<file path="src/rtl/scl_frame_ctrl.sv">
// Frame/line sequencer gating the scaler data enable.
// Optional horizontal clipping: define SCL_CTRL_CLIP_EN.
module scl_frame_ctrl #(
  parameter int PIX_W     = 12,
  parameter int LINE_W    = 11,
  parameter int DRAIN_CYC = 7
) (
  input  logic              clk,
  input  logic              rst,
  input  logic              ctrl_start,
  input  logic              ctrl_stop,
  input  logic              cfg_mode,
  input  logic              cfg_rsz,
  input  logic [PIX_W-1:0]  cfg_hact,
  input  logic [LINE_W-1:0] cfg_vact,
  input  logic              vs_i,
  input  logic              de_i,
  output logic              scl_i_data_en,
  output logic              scl_cfg_mode,
  output logic              scl_cfg_rsz,
  output logic [PIX_W-1:0]  pix_cnt,
  output logic [LINE_W-1:0] line_cnt,
  output logic              line_done,
  output logic              frame_done,
  output logic              busy,
  output logic              err_len
);

  localparam int DW =
    (DRAIN_CYC < 2) ? 1 : $clog2(DRAIN_CYC + 1);

  typedef enum logic [1:0] {
    S_IDLE,
    S_ARMED,
    S_ACTIVE,
    S_DRAIN
  } state_e;

  state_e            state_q, state_d;
  logic              mode_q, mode_d;
  logic              rsz_q, rsz_d;
  logic [PIX_W-1:0]  hact_q, hact_d;
  logic [LINE_W-1:0] vact_q, vact_d;
  logic [PIX_W-1:0]  pix_q, pix_d;
  logic [LINE_W-1:0] line_q, line_d;
  logic [DW-1:0]     cnt_q, cnt_d;
  logic              de_q, de_d;
  logic              en_q, en_d;
  logic              ld_q, ld_d;
  logic              fd_q, fd_d;
  logic              err_q, err_d;
  logic              stop_q, stop_d;
  logic              line_keep;
  logic              clip_ok;
  logic              active;

  assign active = (state_q == S_ACTIVE);

  // Vertical decimation follows the shadowed mode, never the live inputs.
  always_comb begin
    line_keep = 1'b1;
    if (mode_q) begin
      if (rsz_q) line_keep = (line_q[1:0] == 2'b00);
      else       line_keep = ~line_q[0];
    end
  end

`ifdef SCL_CTRL_CLIP_EN
  assign clip_ok = (pix_q < hact_q);
`else
  assign clip_ok = 1'b1;
`endif

  always_comb begin
    state_d = state_q;
    mode_d  = mode_q;
    rsz_d   = rsz_q;
    hact_d  = hact_q;
    vact_d  = vact_q;
    pix_d   = pix_q;
    line_d  = line_q;
    cnt_d   = cnt_q;
    err_d   = err_q;
    stop_d  = stop_q;
    ld_d    = 1'b0;
    fd_d    = 1'b0;
    de_d    = active & de_i;
    en_d    = de_i & active & line_keep & clip_ok;
    unique case (state_q)
      S_IDLE: begin
        stop_d = 1'b0;
        if (ctrl_start && !ctrl_stop) begin
          state_d = S_ARMED;
          err_d   = 1'b0;
        end
      end
      S_ARMED: begin
        if (ctrl_stop) begin
          state_d = S_IDLE;
          stop_d  = 1'b0;
        end else if (vs_i && cfg_vact != '0) begin
          state_d = S_ACTIVE;
          mode_d  = cfg_mode;
          rsz_d   = cfg_rsz;
          hact_d  = cfg_hact;
          vact_d  = cfg_vact;
          pix_d   = '0;
          line_d  = '0;
        end
      end
      S_ACTIVE: begin
        if (ctrl_stop) stop_d = 1'b1;
        if (vs_i) begin
          err_d  = 1'b1;
          mode_d = cfg_mode;
          rsz_d  = cfg_rsz;
          hact_d = cfg_hact;
          vact_d = cfg_vact;
          pix_d  = '0;
          line_d = '0;
          de_d   = 1'b0;
        end else if (de_i) begin
          if (pix_q != '1) pix_d = pix_q + 1'b1;
        end else if (de_q) begin
          ld_d   = 1'b1;
          pix_d  = '0;
          line_d = line_q + 1'b1;
          if (pix_q != hact_q) err_d = 1'b1;
          if (line_q == vact_q - LINE_W'(1)) begin
            state_d = S_DRAIN;
            cnt_d   = '0;
          end
        end
      end
      S_DRAIN: begin
        if (ctrl_stop) stop_d = 1'b1;
        if (cnt_q == DW'(DRAIN_CYC)) begin
          fd_d  = 1'b1;
          cnt_d = '0;
          if (stop_q || ctrl_stop) begin
            state_d = S_IDLE;
            stop_d  = 1'b0;
          end else begin
            state_d = S_ARMED;
          end
        end else begin
          cnt_d = cnt_q + 1'b1;
        end
      end
      default: state_d = S_IDLE;
    endcase
  end

  always_ff @(posedge clk or negedge rst) begin
    if (!rst) begin
      state_q <= S_IDLE;
      mode_q  <= 1'b0;
      rsz_q   <= 1'b0;
      hact_q  <= '0;
      vact_q  <= '0;
      pix_q   <= '0;
      line_q  <= '0;
      cnt_q   <= '0;
      de_q    <= 1'b0;
      en_q    <= 1'b0;
      ld_q    <= 1'b0;
      fd_q    <= 1'b0;
      err_q   <= 1'b0;
      stop_q  <= 1'b0;
    end else begin
      state_q <= state_d;
      mode_q  <= mode_d;
      rsz_q   <= rsz_d;
      hact_q  <= hact_d;
      vact_q  <= vact_d;
      pix_q   <= pix_d;
      line_q  <= line_d;
      cnt_q   <= cnt_d;
      de_q    <= de_d;
      en_q    <= en_d;
      ld_q    <= ld_d;
      fd_q    <= fd_d;
      err_q   <= err_d;
      stop_q  <= stop_d;
    end
  end

  assign scl_i_data_en = en_q;
  assign scl_cfg_mode  = mode_q;
  assign scl_cfg_rsz   = rsz_q;
  assign pix_cnt       = pix_q;
  assign line_cnt      = line_q;
  assign line_done     = ld_q;
  assign frame_done    = fd_q;
  assign busy          = (state_q == S_ACTIVE) |
                         (state_q == S_DRAIN);
  assign err_len       = err_q;

endmodule

</file>
<file path="config.mk">
export PLATFORM = sky130hd
export DESIGN_NAME = scl_frame_ctrl
export DESIGN_NICKNAME = d
export VERILOG_FILES = /design/src/rtl/scl_frame_ctrl.sv
export SDC_FILE = /design/constraint.sdc
export NUM_CORES = 1
export LEC_CHECK = 0
export BUFFER_PORTS_ARGS = -buffer_cell sky130_fd_sc_hd__buf_2
export CAP_MARGIN = 30
export CORE_MARGIN = 2
export CORE_UTILIZATION = 40
export CTS_CLUSTER_DIAMETER = 100
export CTS_CLUSTER_SIZE = 12
export DETAILED_ROUTE_END_ITERATION = 8
export RECOVER_POWER = 25
export SETUP_SLACK_MARGIN = 0.2
export SLEW_MARGIN = 20
export SYNTH_ARGS = -nofsm -noshare
export SYNTH_HDL_FRONTEND = slang
export SYNTH_SLANG_ARGS = --single-unit
</file>
<file path="constraint.sdc">
create_clock -name clk -period 2.43 [get_ports clk]
set_clock_uncertainty 0.1 [all_clocks]
set_input_delay 0.486 -clock clk [delete_from_list [all_inputs] [get_ports clk]]
set_output_delay 0.486 -clock clk [all_outputs]
set_load 0.03 [all_outputs]
</file>
# Yosys cells after proc, flatten, opt, wreduce, memory -nomap -nowiden
# Cells that the tools add are included.
# totals
register_bits	59
output_inout_bits	30
inputBits	31
elab_cells	127
# classes
n_mux	66
add_sub_neg	4
n_bitwise	4
n_reduce_logical	16
n_eq_ne	23
# op_table
op	count
two-way mux 12 bit	9
two-way mux 11 bit	8
one-hot mux 12 bit (2 select lines)	2
one-hot mux 11 bit (2 select lines)	2
two-way mux 1 bit	26
AND reduction 5 bit	4
inequality test 2 bit, second input constant	9
two-way mux 2 bit	8
two-way mux 3 bit	5
adder 12 x 1 -> 12 bit, second input constant	1
inequality test 12 bit	1
inequality test 12 bit, second input constant	1
adder 11 x 1 -> 11 bit, second input constant	1
== test 11 bit	1
nonzero test 11 bit	1
subtractor 11 x 1 -> 11 bit, second input constant	1
inequality test 3 bit, second input constant	3
one-hot mux 2 bit (4 select lines)	1
AND reduction 7 bit	1
one-hot mux 1 bit (2 select lines)	3
one-hot mux 3 bit (2 select lines)	1
nonzero test 2 bit	3
== test 2 bit, second input constant	2
zero test 2 bit	2
other kinds (15)	17

# Logic depth before layout (Yosys ltp)
# Gate-level depths: netlist (run 1).
# logic_depth
ltp_word	7
depth_mapped	8
depth_no_buf	7

# Worst setup path before layout (run 1)
# OpenSTA, ideal clock, no wires.
# synth_path
kind	register to register
startpoint	register pix_q[0], in the netlist pix_cnt[0]
endpoint	register pix_q[5], in the netlist pix_cnt[5]
path_buffers	1
setup_ns	0.079
t_required_ns	2.251
synth_period_minus_slack_ns	2.067
stages_incl_launch_ff	8
arrival_time_ns	1.888
path_slack_ns	0.363
path_cell_list	dfrtp_1 > ha_1 > and4_1 > nand4_1 > nand2_1 > buf_2 > a21boi_0 > mux2i_1
# synth_via
elab_chain_cells	5
# synth_rtl
element	line	text
start: declaration	44	logic [PIX_W-1:0] pix_q, pix_d;
start signal: assignment	176	pix_q <= pix_d;
adder 12 x 1 -> 12 bit	123	if (pix_q != '1) pix_d = pix_q + 1'b1;
two-way mux 12 bit	123	
two-way mux 12 bit	122	end else if (de_i) begin
two-way mux 12 bit	113	if (vs_i) begin
one-hot mux 12 bit (2 select lines)	89	unique case (state_q)
# Several ways; a longest one is shown, not always the timed one. The select of a mux whose other input is x is not followed.
# A chain may end at the register's enable or synchronous reset.

# Final worst setup path (run 1)
# layout_path
startpoint	register vact_q[0]
endpoint	register state_q[0]
# layout_via
elab_chain_cells	4
# layout_rtl
element	line	text
start: declaration	43	logic [LINE_W-1:0] vact_q, vact_d;
start signal: assignment	175	vact_q <= vact_d;
subtractor 11 x 1 -> 11 bit	129	if (line_q == vact_q - LINE_W'(1)) begin
== test 11 bit	129	
inequality test 2 x 1 -> 1 bit (no line)	n/a	
AND reduction 7 bit (no line)	n/a	
end signal: assignment	171	state_q <= state_d;
end: declaration	39	state_e state_q, state_d;
# No other way between the ends.

==> results of run 1 <==
-- logic make-up after synthesis --
family	count (synthesis)	share of synthesized area
fa+ha+maj	6	0.0222
mux	7	0.0222
buf+inv	26	0.0410
simple gates	184	0.268
compound gates	68	0.130
flops	59	0.436
xor+xnor	31	0.0802
-- timing repair --
action / in CTS / in global routing
gates resized for setup: 0 / 3
setup endpoints to repair: 0 / 4
buffers inserted: 0 / 0
-- power by group through the flow --
stage / combinational (mW) / sequential, mW / clock, mW
finish: 1.54 / 1.54 / 1.10
global placement: 1.49 / 1.54 / 0
CTS: 1.53 / 1.53 / 1.13
floorplan: 1.08 / 1.55 / 0
detailed placement: 1.52 / 1.55 / 0
global route: 1.73 / 1.58 / 1.18
-- per-stage QoR --
stage,setup slack [ps],cells,utilization,total power [mW],cell area (µm²)
floorplan,363,381,-,2.64,3390
global placement,211,543,0.466,3.03,3820
finish,406,559,0.496,4.18,4080
detailed placement,179,543,0.466,3.07,3820
CTS,320,559,0.495,4.20,4070
global route,214,559,0.496,4.49,4080
-- synthesized netlist by cell type (all sizes together) (2+ instances only) --
cell	number	share of area
a21boi	3	0.0078
nor4b	3	0.0078
nor2	20	0.022
nor3b	3	0.0067
nor4	5	0.013
buf	12	0.025
a31oi	4	0.0074
clkbuf	7	0.0081
nand2	94	0.10
inv	7	0.0078
nand4b	2	0.0052
xnor2	24	0.062
nand4	11	0.020
nand4bb	2	0.0067
and2	5	0.010
nand3	10	0.015
o21a	2	0.0044
nor3	7	0.012
a211oi	6	0.013
or3	4	0.0074
a31o	3	0.0078
a2111o	4	0.013
mux2i	6	0.018
ha	6	0.022
dfrtp	59	0.44
a21oi	24	0.035
o21ai	15	0.022
and3	8	0.015
nor2b	4	0.0074
xor2	7	0.018
and4	2	0.0052
o22ai	2	0.0037
-- final timing paths --
check / slack (ps) / cells past startpoint / endpoint
max in group asynchronous: 680 / 2 / async pin
hold reg to reg: 360 / 1 / scl_i_data_en
setup reg to reg: 410 / 7 / state_q[0]
min in group asynchronous: 520 / 2 / line_cnt[3]
hold / removal: 230 / 3 / hact_q[11]
setup / recovery: 410 / 7 / state_q[0]
-- metal layers --
| metal | vias to the layer above | track usage | part of all wire |
|---|---|---|---|
| li1 | 1466 | - | - |
| met2 | 72 | 0.326 | 0.49 |
| met4 | 0 | 0.0631 | 0.016 |
| met1 | 1403 | 0.250 | 0.44 |
| met5 | - | 0 | 0 |
| met3 | 12 | 0.0532 | 0.051 |
-- registers in the layout, indices dropped and copies added (netlist names), named ones only --
signal and cells:
hact_q 12, state_q 1, scl_cfg_rsz 1, scl_cfg_mode 1, stop_q 1, vact_q 11
line_cnt 11, scl_i_data_en 1, line_done 1, de_q 1, cnt_q 3, frame_done 1
err_len 1, pix_cnt 12
-- cells in the final DEF (no fill, tap or decap), drive strengths merged, types with 5 or more instances in the layout --
cell type   n
a21oi      24
nand3      10
a211oi      6
xor2        7
nor2       20
nor3        7
inv         7
ha          6
buf        73
mux2i       6
and3        8
clkbuf     14
and2        5
dfrtp      59
nand2      94
o21ai      15
nor4        5
nand4      11
xnor2      24
-- cell type report --
| class | instances | area [µm²] | share of cell area |
|---|---|---|---|
| Inverter | 7 | 26.3 | 0.00645 |
| Tap cell | 105 | 131 | 0.0322 |
| Sequential cell | 59 | 1480 | 0.362 |
| Multi-Input combinational cell | 296 | 1790 | 0.439 |
| Timing Repair Buffer | 76 | 412 | 0.101 |
| Clock buffer | 11 | 141 | 0.0347 |
| Clock inverter | 5 | 100 | 0.0246 |
-- worst min-delay path: stages --
cell and delay, ps:
buf_2 70, nand2_1 40, nand2_1 40
==> flow_summary.toml, run 1 <==
[clock_tree]
h-tree-depth = 3
cts_tree = "done"
clk_transition_reported_paths_ps = 70
clock-sinks = 59
cts_root_buffer = "clkbuf_8"
holdBufCountCts = 0
numCtsBuffers = 9
clock_latency_ps = 350
cts_max_path_buffers = 2

[floorplan]
start_util = 0.412
core-area_mm2 = 0.00822
die-area_mm2 = 0.00922
io_pins = 61
die_h_um = 96
die_w_um = 96
rows = 33

[power_and_ir_drop]
p_leak_nw = 1.94
netSwitchingFraction = 0.378
p_seq_frac = 0.368
pwr-share-comb = 0.368
switching_power_mw = 1.58
peakVddDrop_uv = 528
pwr-share-clk = 0.264
internal-power_mw = 2.60
powerDensity_mw_per_mm2 = 1030

[synth]
synth_fp_nets = 418
synth_ff_type = "dfrtp_1"
postSynthAreaPerCell_um2 = 8.89
synthCells = 381
async_flop_share = 1.00
ys_seq_area_frac = 0.436
ys_types = 50
yosysWarnings = 0
ys_ff_latch = 59
netlist_area_mm2 = 0.00339
synth_edf_count = 0

[setup_path]
crit_path_start = "vact_q[0]"
path_delay_family = "simple AND/OR/NAND/NOR gates"
critPathSlowestCell = "dfrtp_1"
critPathKind = "reg -> reg"
path_cells = "inv_1 > ha_2 > xnor2_1 > a211oi_1 > nand4b_1 > nor4_4 > a31o_1"
required_ps = 2620
cp_max_fo = 6
critPathArrivalTime_ps = 2210
cp-end-kind = "flop"
critical_path_buf_inv_count = 1
r2r-start = "vact_q[0]"
critPathLaunchType = "flop"
cp_slowest_stage_delay_ps = 440

[min_path]
hp-class = "in -> reg"
hold_start = "cfg_hact[11]"

[route]
drc = 0
drt-pass1-iter-count = 4
wirelength_um = 8300
wl_per_cell_um = 14.8
viasPerCell = 5.28
first_iter_violations = 140
antenna_left = 0
vias = 2953

[sta]
hold_ws_ps = 225
worstMarginPinSlew_ps = 1660
hold_viol = 0
fin_tns_setup_ps = 0
setup_viol = 0
period_share = 0.833
period_minus_slack_ps = 2020
rsz0062_at_grt = "no"
maxSlewHeadroom = -0.108
drv_slew = 61
fmax_mhz = 494

[cells_and_area]
nets = 486
drive_gt1_frac = 0.220
antenna_cells = 0
fillers = 833
syn2layout_area_growth_pct = 20.4

[grt]
grt_pass1_vias = 2810
grt-ovfl-total = 0
grt_pass1_wl_um = 13700
gr-usage-all-layers = 0.197
grt_max_degree = 32
antenna_found_initial = 0

[place]
numPortBuffers = 60
place.gp.congestion = 0.838
hpwl_um = 6190

[run_status]
status = "finished, violations left"
violations = "capacitance limit, slew limit"

[flow_run]
maxCapViolations = 2
No activity file was read; power rests on OpenSTA's default activity.
==> run 2: changes to the inputs <==
==> constraint.sdc (replaced) <==
create_clock -name clk -period 2.07 [get_ports clk]
set_clock_uncertainty 0.1 [all_clocks]
set_input_delay 0.414 -clock clk [delete_from_list [all_inputs] [get_ports clk]]
set_output_delay 0.414 -clock clk [all_outputs]
set_load 0.03 [all_outputs]
==> flow_summary.toml, run 2 (synthesis results as in run 1) <==
[floorplan]
die-area_mm2 = 0.00922
die_h_um = 96
rows = 33
start_util = 0.412
core-area_mm2 = 0.00822
die_w_um = 96
io_pins = 61

[sta]
period_minus_slack_ps = 1980
drv_slew = 26
rsz0062_at_grt = "yes"
maxSlewHeadroom = -0.0229
fmax_mhz = 505
hold_viol = 0
period_share = 0.957
setup_viol = 0
fin_tns_setup_ps = 0
worstMarginPinSlew_ps = 1530

[cells_and_area]
nets = 514
fin_cells = 587
multi_input_area_mm2 = 0.00191
layout_common_cells = "nand2_1, buf_2, dfrtp_1"
drive_gt1_frac = 0.317
seq_area_mm2 = 0.00148
layout_commonest_cell = "nand2_1"
antenna_cells = 0
fillers = 784
design_area_mm2 = 0.00442
syn2layout_area_growth_pct = 30.4

[clock_tree]
cts_root_buffer = "clkbuf_8"
clock_latency_ps = 340
numCtsBuffers = 9
cts_max_path_buffers = 2
clock-sinks = 59
holdBufCountCts = 0
cts_tree = "done"
clk_transition_reported_paths_ps = 70
h-tree-depth = 3

[power_and_ir_drop]
p_seq_frac = 0.353
switching_power_mw = 2.02
internal-power_mw = 3.14
powerDensity_mw_per_mm2 = 1170
pwr-share-clk = 0.199
peakVddDrop_uv = 566
p_leak_nw = 2.10
netSwitchingFraction = 0.391
pwr-share-comb = 0.448

[place]
hpwl_um = 6280
place_area_mm2 = 0.00400
place.gp.congestion = 0.883
place_inst = 557
numPortBuffers = 60

[run_status]
status = "finished, violations left"
violations = "capacitance limit, slew limit"

[route]
wirelength_um = 8960
vias = 3110
antenna_left = 0
viasPerCell = 5.30
drc = 0
wl_per_cell_um = 15.3
drt-pass1-iter-count = 4
first_iter_violations = 172

[setup_path]
cp_max_fo = 5
critPathLaunchType = "flop"
r2r-start = "vact_q[4]"
crit_path_start = "vact_q[4]"
critPathKind = "reg -> reg"
cp-end-kind = "flop"
critPathSlowestCell = "or4_4"
rr_worst_depth = 5
cp_slowest_stage_delay_ps = 560
required_ps = 2190
critPathArrivalTime_ps = 2100
path_cells = "or4_4 > o221ai_4 > o311a_4 > nand2_2 > a31o_1"

[grt]
antenna_found_initial = 0
grt-ovfl-total = 0
grt_pass1_wl_um = 14900
grt_pass1_vias = 3020
grt_max_degree = 38
gr-usage-all-layers = 0.212

[min_path]
hp-class = "in -> reg"
hold_start = "cfg_hact[8]"
whs_path_depth = 3

[flow_run]
maxCapViolations = 1
==> run 2: final cells by class <==
class                   count  share of cell area
multi-input cells         297               0.433
flip-flops and latches     59               0.336
repair buffers            103               0.152
clock buffers              15              0.0422
well taps                 105              0.0298
inverters                   7             0.00595
clock inverters             1             0.00113
==> run 2: repair_timing <==
action,CTS,global route
pin swaps,9,11
gates resized for setup,11,16
gates cloned,0,1
setup endpoints to repair,9,13
setup buffers,5,8
==> run 2: power groups by stage <==
stage	clock network [mW]	logic (mW)	registers [mW]
after floorplan	0	1.28	1.84
after global placement	0	1.89	1.82
after detailed placement	0	1.93	1.82
after CTS	1.05	2.12	1.80
after global routing	1.11	2.57	1.87
final	1.02	2.31	1.82
==> run 2: worst max-delay path: cells and delay by family, from the launching register on <==
| kind | cells | cell delay [ps] |
|---|---|---|
| AOI/OAI and AO/OA | 3 | 660 |
| DFF | 1 | 490 |
| and+or+nand+nor | 2 | 610 |
==> run 2: through the flow <==
| step | power [mW] | hold slack (ps) | util | setup WS (ps) |
|---|---|---|---|---|
| 3_3_place_gp | 3.71 | 359 | 0.487 | 68.6 |
| 3_5_place_dp | 3.75 | 362 | 0.487 | 11.8 |
| 2_1_floorplan | 3.12 | 18.4 | - | 202 |
| 4_1_cts | 4.97 | 7.99 | 0.521 | 143 |
| 6_report | 5.16 | 154 | 0.537 | 89.5 |
| 5_1_grt | 5.54 | 154 | 0.537 | 13.7 |
==> run 2: worst paths after layout <==
check                           slack [ps]       endpoint
max in group asynchronous              530     pix_cnt[0]
worst min register to register         370  scl_i_data_en
min in group asynchronous              340    pix_cnt[10]
worst max-delay path                    90     state_q[0]
worst min-delay path                   150      hact_q[8]
worst max register to register          90     state_q[0]
==> run 2: layer usage <==
layer,vias up,wire length (µm),GRT usage
li1,1525,-,-
met1,1496,4000,0.276
met2,74,4410,0.348
met3,15,359,0.0360
met4,0,187,0.0893
met5,-,0,0
==> run 3: changes to the inputs <==
==> constraint.sdc (replaced) <==
create_clock -name clk -period 1.75 [get_ports clk]
set_clock_uncertainty 0.1 [all_clocks]
set_input_delay 0.35 -clock clk [delete_from_list [all_inputs] [get_ports clk]]
set_output_delay 0.35 -clock clk [all_outputs]
set_load 0.03 [all_outputs]
==> flow_summary.toml, run 3 (synthesis results as in run 1) <==
[run_status]
status = "finished, violations left"
violations = "setup timing"

[clock_tree]
clock_latency_ps = 350
cts_max_path_buffers = 2
h-tree-depth = 3
clk_transition_reported_paths_ps = 70
cts_root_buffer = "clkbuf_8"
numCtsBuffers = 9
clock-sinks = 59
cts_tree = "done"

[grt]
grt_pass1_vias = 3340
grt_pass1_wl_um = 16500
top_usage_layer = "met2"
globalRouteMet3Util = 0.0321
gr-usage-all-layers = 0.238
grtUsageMet1 = 0.291
grt-ovfl-total = 0
met2_usage = 0.408
grt_max_degree = 60
antenna_found_initial = 0

[place]
numPortBuffers = 60
place_area_mm2 = 0.00424
dpl_worst_slack_ps = -188
hpwl_um = 6700
place_inst = 575
place.gp.congestion = 0.862

[setup_path]
cp-end-kind = "flop"
critPathSlowestCell = "dfrtp_1"
critPathKind = "reg -> reg"
cp_max_fo = 6
path_cells = "inv_2 > ha_4 > nor4b_4 > and3_1 > o22ai_2 > nor4_2 > buf_4 > a31o_1"
critPathArrivalTime_ps = 2110
critPathLaunchType = "flop"
critical_path_buf_inv_count = 2
cp_slowest_stage_delay_ps = 410
required_ps = 1940
path_delay_family = "simple AND/OR/NAND/NOR gates"

[floorplan]
die-area_mm2 = 0.00922
core-area_mm2 = 0.00822
die_w_um = 96
start_util = 0.412
die_h_um = 96
io_pins = 61
rows = 33

[route]
antenna_left = 0
wl_per_cell_um = 16.9
viasPerCell = 5.46
vias = 3377
first_iter_violations = 180
drt-pass1-iter-count = 4
wirelength_um = 10500
drc = 0

[cells_and_area]
layout_common_cells = "nand2_1, buf_2, dfrtp_1"
layout_commonest_cell = "nand2_1"
nets = 546
fin_cells = 619
antenna_cells = 0
syn2layout_area_growth_pct = 57.2
design_area_mm2 = 0.00532
drive_gt1_frac = 0.496

[sta]
period_minus_slack_ps = 1920
drv_slew = 0
rsz0062_at_grt = "yes"
setup_viol = 17
hold_viol = 0
fmax_mhz = 520
postLayoutSetupSlackWorst_ps = -174
worstMarginPinSlew_ps = 852
maxSlewHeadroom = 0.432
period_share = 1.10

[flow_run]
maxCapViolations = 0

[power_and_ir_drop]
peakVddDrop_uv = 673
powerDensity_mw_per_mm2 = 1440
p_leak_nw = 2.43

[min_path]
hp-class = "in -> reg"
run 3: cell types whose count changed in the layout (fill, tap and decap cells not counted), moves of 4 or more:
cell | previous run | this run
bufinv_16 | 0 | 4
dfrtp_1 | 53 | 42
a21oi_1 | 23 | 15
a21oi_2 | 1 | 7
dfrtp_2 | 6 | 17
buf_2 | 59 | 52
nand2_4 | 1 | 12
buf_6 | 0 | 28
o21ai_0 | 10 | 5
nand2_2 | 3 | 25
o21ai_2 | 0 | 4
buf_8 | 0 | 4
nand2_1 | 91 | 56
run 3: final timing paths:
| kind | end | cells after the start | from | slack (ps) |
|---|---|---|---|---|
| worst max-delay path | state_q[0] | 8 | vact_q[1] | -170 |
| worst max register to register | state_q[0] | 8 | vact_q[1] | -170 |
| min in group asynchronous | line_cnt[6] | 3 | rst | 640 |
| worst min-delay path | hact_q[8] | 3 | cfg_hact[8] | 100 |
| max in group asynchronous | pix_cnt[3] | 3 | rst | 290 |
| worst min register to register | scl_i_data_en | 1 | scl_cfg_mode | 400 |
run 3: timing repair:
action                                  CTS  global route
endpoints found under the setup margin   47            61
setup buffers                            19             3
pin swaps                                57            25
hold buffers                              1             0
hold endpoints to repair                 59             0
cloned                                    4             1
resized for setup                        88            56
run 3: worst min-delay path: stages:
cell and delay (ps):
buf_2 70, nand2_1 40, nand2_1 50
run 3: layout make-up:
cell class              instances  area (µm²)
well taps                     105         131
flip-flops and latches         59        1500
multi-input cells             297        2240
fillers                       677        2900
inverters                       7        26.3
clock inverters                 4         120
clock buffers                  12         155
repair buffers                135        1150
run 3: report_power, final:
part	internal [mW]	total [mW]	switching, mW
clock	1.17	1.75	0.582
sequential	1.74	2.21	0.465
combinational	1.90	3.72	1.82
total	4.82	7.68	2.87
run 3: layer usage:
metal / up-vias / routed length, µm
met3: 29 / 344
met1: 1658 / 4280
li1: 1591 / -
met4: 0 / 319
met5: - / 0
met2: 99 / 5550
run 3: per-stage QoR:
stage                util  total power [mW]  hold slack, ps  setup TNS [ps]
finish              0.648              7.68            98.2           -1210
global route        0.648              8.13            95.1           -2350
CTS                 0.617              7.27            84.9           -1100
detailed placement  0.515              4.78             287           -4010
global placement    0.515              4.70             283           -3100
floorplan               -              3.87           -45.6            -120
